## config.mk

```make
export PLATFORM = sky130hd
export DESIGN_NAME = gf2m_409_reduce
export DESIGN_NICKNAME = d
export VERILOG_FILES = /design/src/rtl/gf2m_409_reduce.sv
export SDC_FILE = /design/constraint.sdc
export NUM_CORES = 2
export LEC_CHECK = 0
export BUFFER_PORTS_ARGS = -buffer_cell sky130_fd_sc_hd__buf_2
export CAP_MARGIN = 20
export CORE_AREA = 4 4 477 479
export DETAILED_ROUTE_END_ITERATION = 16
export DIE_AREA = 0 0 481 483
export PLACE_DENSITY = 0.48
export SLEW_MARGIN = 10
export SYNTH_ARGS = -nofsm -noshare
export SYNTH_HDL_FRONTEND = slang
export SYNTH_SLANG_ARGS = --single-unit
```

## constraint.sdc

```tcl
create_clock -name clk -period 4.9 [get_ports clk]
set_input_delay 0.98 -clock clk [delete_from_list [all_inputs] [get_ports clk]]
set_output_delay 0.98 -clock clk [all_outputs]
set_load 0.01 [all_outputs]
```

## src/rtl/gf2m_409_reduce.sv

```systemverilog
// Reduces an 818-bit carry-less product modulo x^409 + x^87 + 1 by iterative folding.
// Latency: NFOLD fold cycles after the accept edge, then result held in DONE (period NFOLD+1).
// Backpressure: result held stable until out_ready; a new operand is taken in the same cycle it is released.
module gf2m_409_reduce #(
  parameter int M     = 409,
  parameter int K     = 87,
  parameter int NFOLD = 2
) (
  input  logic           clk,
  input  logic           rst,
  input  logic           in_valid,
  output logic           in_ready,
  input  logic [2*M-1:0] in_c,
  output logic           out_valid,
  input  logic           out_ready,
  output logic [M-1:0]   out_r,
  output logic           busy
);

  localparam int CW = $clog2(NFOLD + 1);

  typedef enum logic [1:0] {IDLE, FOLD, DONE} state_t;

  state_t         state_q, state_d;
  logic [2*M-1:0] t_q, t_d;
  logic [CW-1:0]  cnt_q, cnt_d;
  logic [M-1:0]   out_r_q, out_r_d;
  logic           en_q;

  logic [M-1:0]   hi;
  logic [2*M-1:0] folded;
  logic           accept;

  // One fold: x^M == x^K + 1, so the upper half is folded down at bit 0 and bit K.
  always_comb begin
    hi     = t_q[2*M-1:M];
    folded = {{M{1'b0}}, t_q[M-1:0]} ^ {{M{1'b0}}, hi} ^ ({{M{1'b0}}, hi} << K);
  end

  // en_q keeps in_ready low until the first edge after reset release.
  assign in_ready  = ((state_q == IDLE) && en_q) || ((state_q == DONE) && out_ready);
  assign accept    = in_valid && in_ready;
  assign out_valid = (state_q == DONE);
  assign busy      = (state_q != IDLE);
  assign out_r     = out_r_q;

  // Next-state and datapath: load on accept, fold NFOLD times, publish low half in DONE.
  always_comb begin
    state_d = state_q;
    t_d     = t_q;
    cnt_d   = cnt_q;
    out_r_d = out_r_q;
    case (state_q)
      IDLE: begin
        if (accept) begin
          t_d     = in_c;
          cnt_d   = '0;
          state_d = FOLD;
        end
      end
      FOLD: begin
        t_d   = folded;
        cnt_d = cnt_q + CW'(1);
        if (cnt_q == CW'(NFOLD - 1)) begin
          out_r_d = folded[M-1:0];
          state_d = DONE;
        end
      end
      DONE: begin
        if (out_ready) begin
          if (in_valid) begin
            t_d     = in_c;
            cnt_d   = '0;
            state_d = FOLD;
          end else begin
            state_d = IDLE;
          end
        end
      end
      default: state_d = IDLE;
    endcase
  end

  // State registers; reset discards any operation in flight.
  always_ff @(posedge clk or negedge rst) begin
    if (!rst) begin
      state_q <= IDLE;
      t_q     <= '0;
      cnt_q   <= '0;
      out_r_q <= '0;
      en_q    <= 1'b0;
    end else begin
      state_q <= state_d;
      t_q     <= t_d;
      cnt_q   <= cnt_d;
      out_r_q <= out_r_d;
      en_q    <= 1'b1;
    end
  end

endmodule

```

==> impl_metrics.tcl <==
set metrics [dict create \
    timing.fmax_mhz 271 \
    dp_worst_setup_slack_ns 1.65 \
    grt_first_pass_wirelength_um 478000 \
    die-area_um2 232000 \
    firstDrtPassIters 6 \
    ys_warn_count 0 \
    p_comb_frac 0.482 \
    floorplan.initialDensity 0.298 \
    drt-wirelength-per-cell_um 31.6 \
    period_minus_slack_ns 3.70 \
    timing_max_transition_violations_final 0 \
    reg2reg_depth 4 \
    number_of_buffers_added_for_setup_after_cts 0 \
    drt_iter0_markers 5858 \
    number_of_antenna_violations_at_the_first_check_in_global_routing 154 \
    worstSetupStartpoint "state_q[1]" \
    finClkSkew_ns 0.0488 \
    synth.largest_area_cell "sky130_fd_sc_hd__dfrtp_1" \
    seq_area_frac_synth 0.462 \
    clock_tree.root_cell "sky130_fd_sc_hd__clkbuf_16" \
    drv.max_cap_violation_count 0 \
    outcome "finished, final reports clean" \
    layout-drive-gt1-share 0.225 \
    timing.final.ws_setup_ns 1.20 \
    finish.cell_count_without_fillers 11019 \
    design.final.nets 8652 \
    place_inst 10660 \
    pwr-share-seq 0.338 \
    area.growth.synth_to_final_pct 21.5 \
    drt-total-wl_um 348000 \
    mostFrequentLayoutCells "sky130_fd_sc_hd__buf_2, sky130_fd_sc_hd__dfrtp_1, sky130_fd_sc_hd__nand2_1" \
    net-switching-power_mw 32.8 \
    synth.top_cells.by_area "sky130_fd_sc_hd__dfrtp_1, sky130_fd_sc_hd__o211ai_1, sky130_fd_sc_hd__nand2_1" \
    design.core.area_um2 224000 \
    power.internal_mw 34.7 \
    detail-route-antenna-nets 0 \
    hold_viol 0 \
    numPortBuffers 1233 \
    synth_cells 6959 \
    fillerInstances 22757 \
    top_ports 1234 \
    cts_inserted_buffers 159 \
    fin_crit_sh 0.754 \
    worst_ir_drop_vdd_uv 567 \
    floorplan.rows 174 \
    crit_cells 4 \
    finalSetupViolations 0 \
    postSynthNetCount 7782 \
    detail_route.drc_violations 0 \
    mostFrequentLayoutCell "sky130_fd_sc_hd__buf_2" \
    post_drt_via_cell_ratio 5.68 \
    leakagePower_nw 34.8 \
    die_w_um 481 \
    rr_startpoint "state_q[1]" \
    grt-ovfl-total 0 \
    synthDominantCellAreaShare 0.462 \
    syn_avg_cell_area_um2 9.58 \
    clkLatencyLatePin_ns 0.84 \
    detailedPlacementHpwl_um 250000 \
    crit_end "out_valid" \
    gpl.final_weighted_congestion 0.888 \
    critical-path-slowest-cell "sky130_fd_sc_hd__dfrtp_4" \
    timing.rr.end "t_q[432]" \
    setup_crit_path_kind "reg -> out" \
    hold_path_class "in -> async" \
    critPathLaunchType "register" \
    crit_required_ns 3.92 \
    netlist-cell-type-count 35 \
    max-clock-path-buffers 3 \
    route.vias.total 62560 \
    cp_data_arrival_time_ns 2.72 \
    critical_path.cell_chain "buf_12 > nand2b_1 > inv_1 > buf_2" \
    grt_util_all_layers 0.287 \
    chipHeight_um 483 \
    worstPathMaxFanout 131 \
    totalNegativeSetupSlack_ns 0 \
    worst_slew_pin_slew_ns 1.28 \
    fraction_of_power_spent_switching_nets 0.486 \
    cp.buffers_inverters 3 \
    timing.critical_path.to_type "output port" \
    synth_seq_cells 1232 \
    power_density_nw_per_um2 833 \
    vias_in_the_first_global_route 60055 \
    final_core_utilization 0.362 \
    rsz0062_at_grt "false" \
    cts_tree "built" \
    postCtsResizedCells 0 \
    clkPwrFrac 0.180 \
    clkSlewWorstSetupHoldPaths_ns 0.06 \
    critical_path.max_stage_delay_ns 0.76 \
    crit_family "flip-flops" \
    ctsHtreeMaxLevel 4 \
    grt_max_degree 184 \
    mappedNetlistArea_um2 66700 \
    ctsHoldBuffers 0 \
    relSlewSlack 0.146 \
    worst-r2r-setup-slack_ns 1.68 \
    tritoncts_num_sinks 1232 \
]
## layout make-up
| type | instances | area, um^2 | area share |
|---|---|---|---|
| diodes | 73 | 183 | 0.00225 |
| clock buffers | 250 | 4790 | 0.0591 |
| clock inverters | 36 | 541 | 0.00667 |
| inverters | 2 | 7.51 | 0.0000926 |
| multi-input cells | 5073 | 33100 | 0.409 |
| flip-flops and latches | 1232 | 30800 | 0.380 |
| well taps | 2992 | 3740 | 0.0462 |
| repair buffers | 1361 | 7840 | 0.0967 |
## layer usage
layer  wire (um)  vias to the layer above  global-route usage
met4       23400                       78               0.178
met3       24200                      669              0.0659
met2      164000                     2575               0.463
met1      136000                    31623               0.346
li1            -                    27615                   -
met5         459                        -                   0
## worst register-to-register path, delay by kind of cell (launching register included)
family	cells	cell delay, ns
buf+inv	1	0.76
flops	1	0.76
mux	2	0.86
simple gates	1	0.71
## synthesized netlist by cell type (all sizes together)
library cell / count
dfrtp: 1232
nor2: 323
a21oi: 89
o22ai: 1
nand4b: 1
nor3b: 322
xor2: 322
nand2: 1053
o21a: 1
mux2i: 2
inv: 2
ha: 1
or2: 1
xnor2: 87
o31ai: 322
nor2b: 1
o21ai: 411
o221ai: 322
nand2b: 2
a22oi: 322
and2: 322
mux2: 174
buf: 275
clkbuf: 377
o211ai: 818
conb: 1
nor4bb: 87
nand3b: 88
## state kept, by name, summed over array words and instances, names as in the netlist
register	flops
cnt_q	2
en_q	1
out_r	409
state_q	2
t_q	818
## kinds of logic after synthesis
family                   Yosys count  synth area share
XOR/XNOR                         409            0.0537
multiplexers                     176            0.0297
adder cells (fa/ha/maj)            1          0.000188
AO/OA/AOI/OAI                   2286             0.245
AND/OR/NAND/NOR                 2200             0.167
buffers and inverters            654            0.0419
other                              1         0.0000562
flip-flops                      1232             0.462
## through the flow
| step | total power [mW] | hold WS (ns) | cell area [um^2] |
|---|---|---|---|
| floorplan | 41.3 | 0.457 | 66700 |
| global placement | 54.8 | 0.456 | 75500 |
| detailed placement | 55.7 | 0.460 | 75500 |
| CTS | 68.1 | 0.0891 | 80900 |
| global route | 71.9 | 0.0937 | 81000 |
| finish | 67.5 | 0.0814 | 81000 |
## power by group through the flow
| stage | clock (mW) | combinational [mW] | sequential [mW] |
|---|---|---|---|
| after floorplan | 0 | 21.5 | 19.8 |
| after global placement | 0 | 32.0 | 22.8 |
| after detailed placement | 0 | 32.6 | 23.1 |
| after CTS | 12.4 | 32.7 | 22.9 |
| after global routing | 12.8 | 35.7 | 23.4 |
| final | 12.2 | 32.5 | 22.8 |
## how the worst min path moves through the flow
| stage | start | slack [ns] | endpoint |
|---|---|---|---|
| CTS | rst | 0.09 | t_q[338] |
| global route | rst | 0.09 | t_q[663] |
| detailed placement | out_r[382] | 0.46 | out_r[382] |
| floorplan | cnt_q[0] | 0.46 | cnt_q[0] |
| global placement | out_r[383] | 0.46 | out_r[383] |
| finish | rst | 0.08 | t_q[338] |
Note: power is estimated with default switching activity, not from simulation.
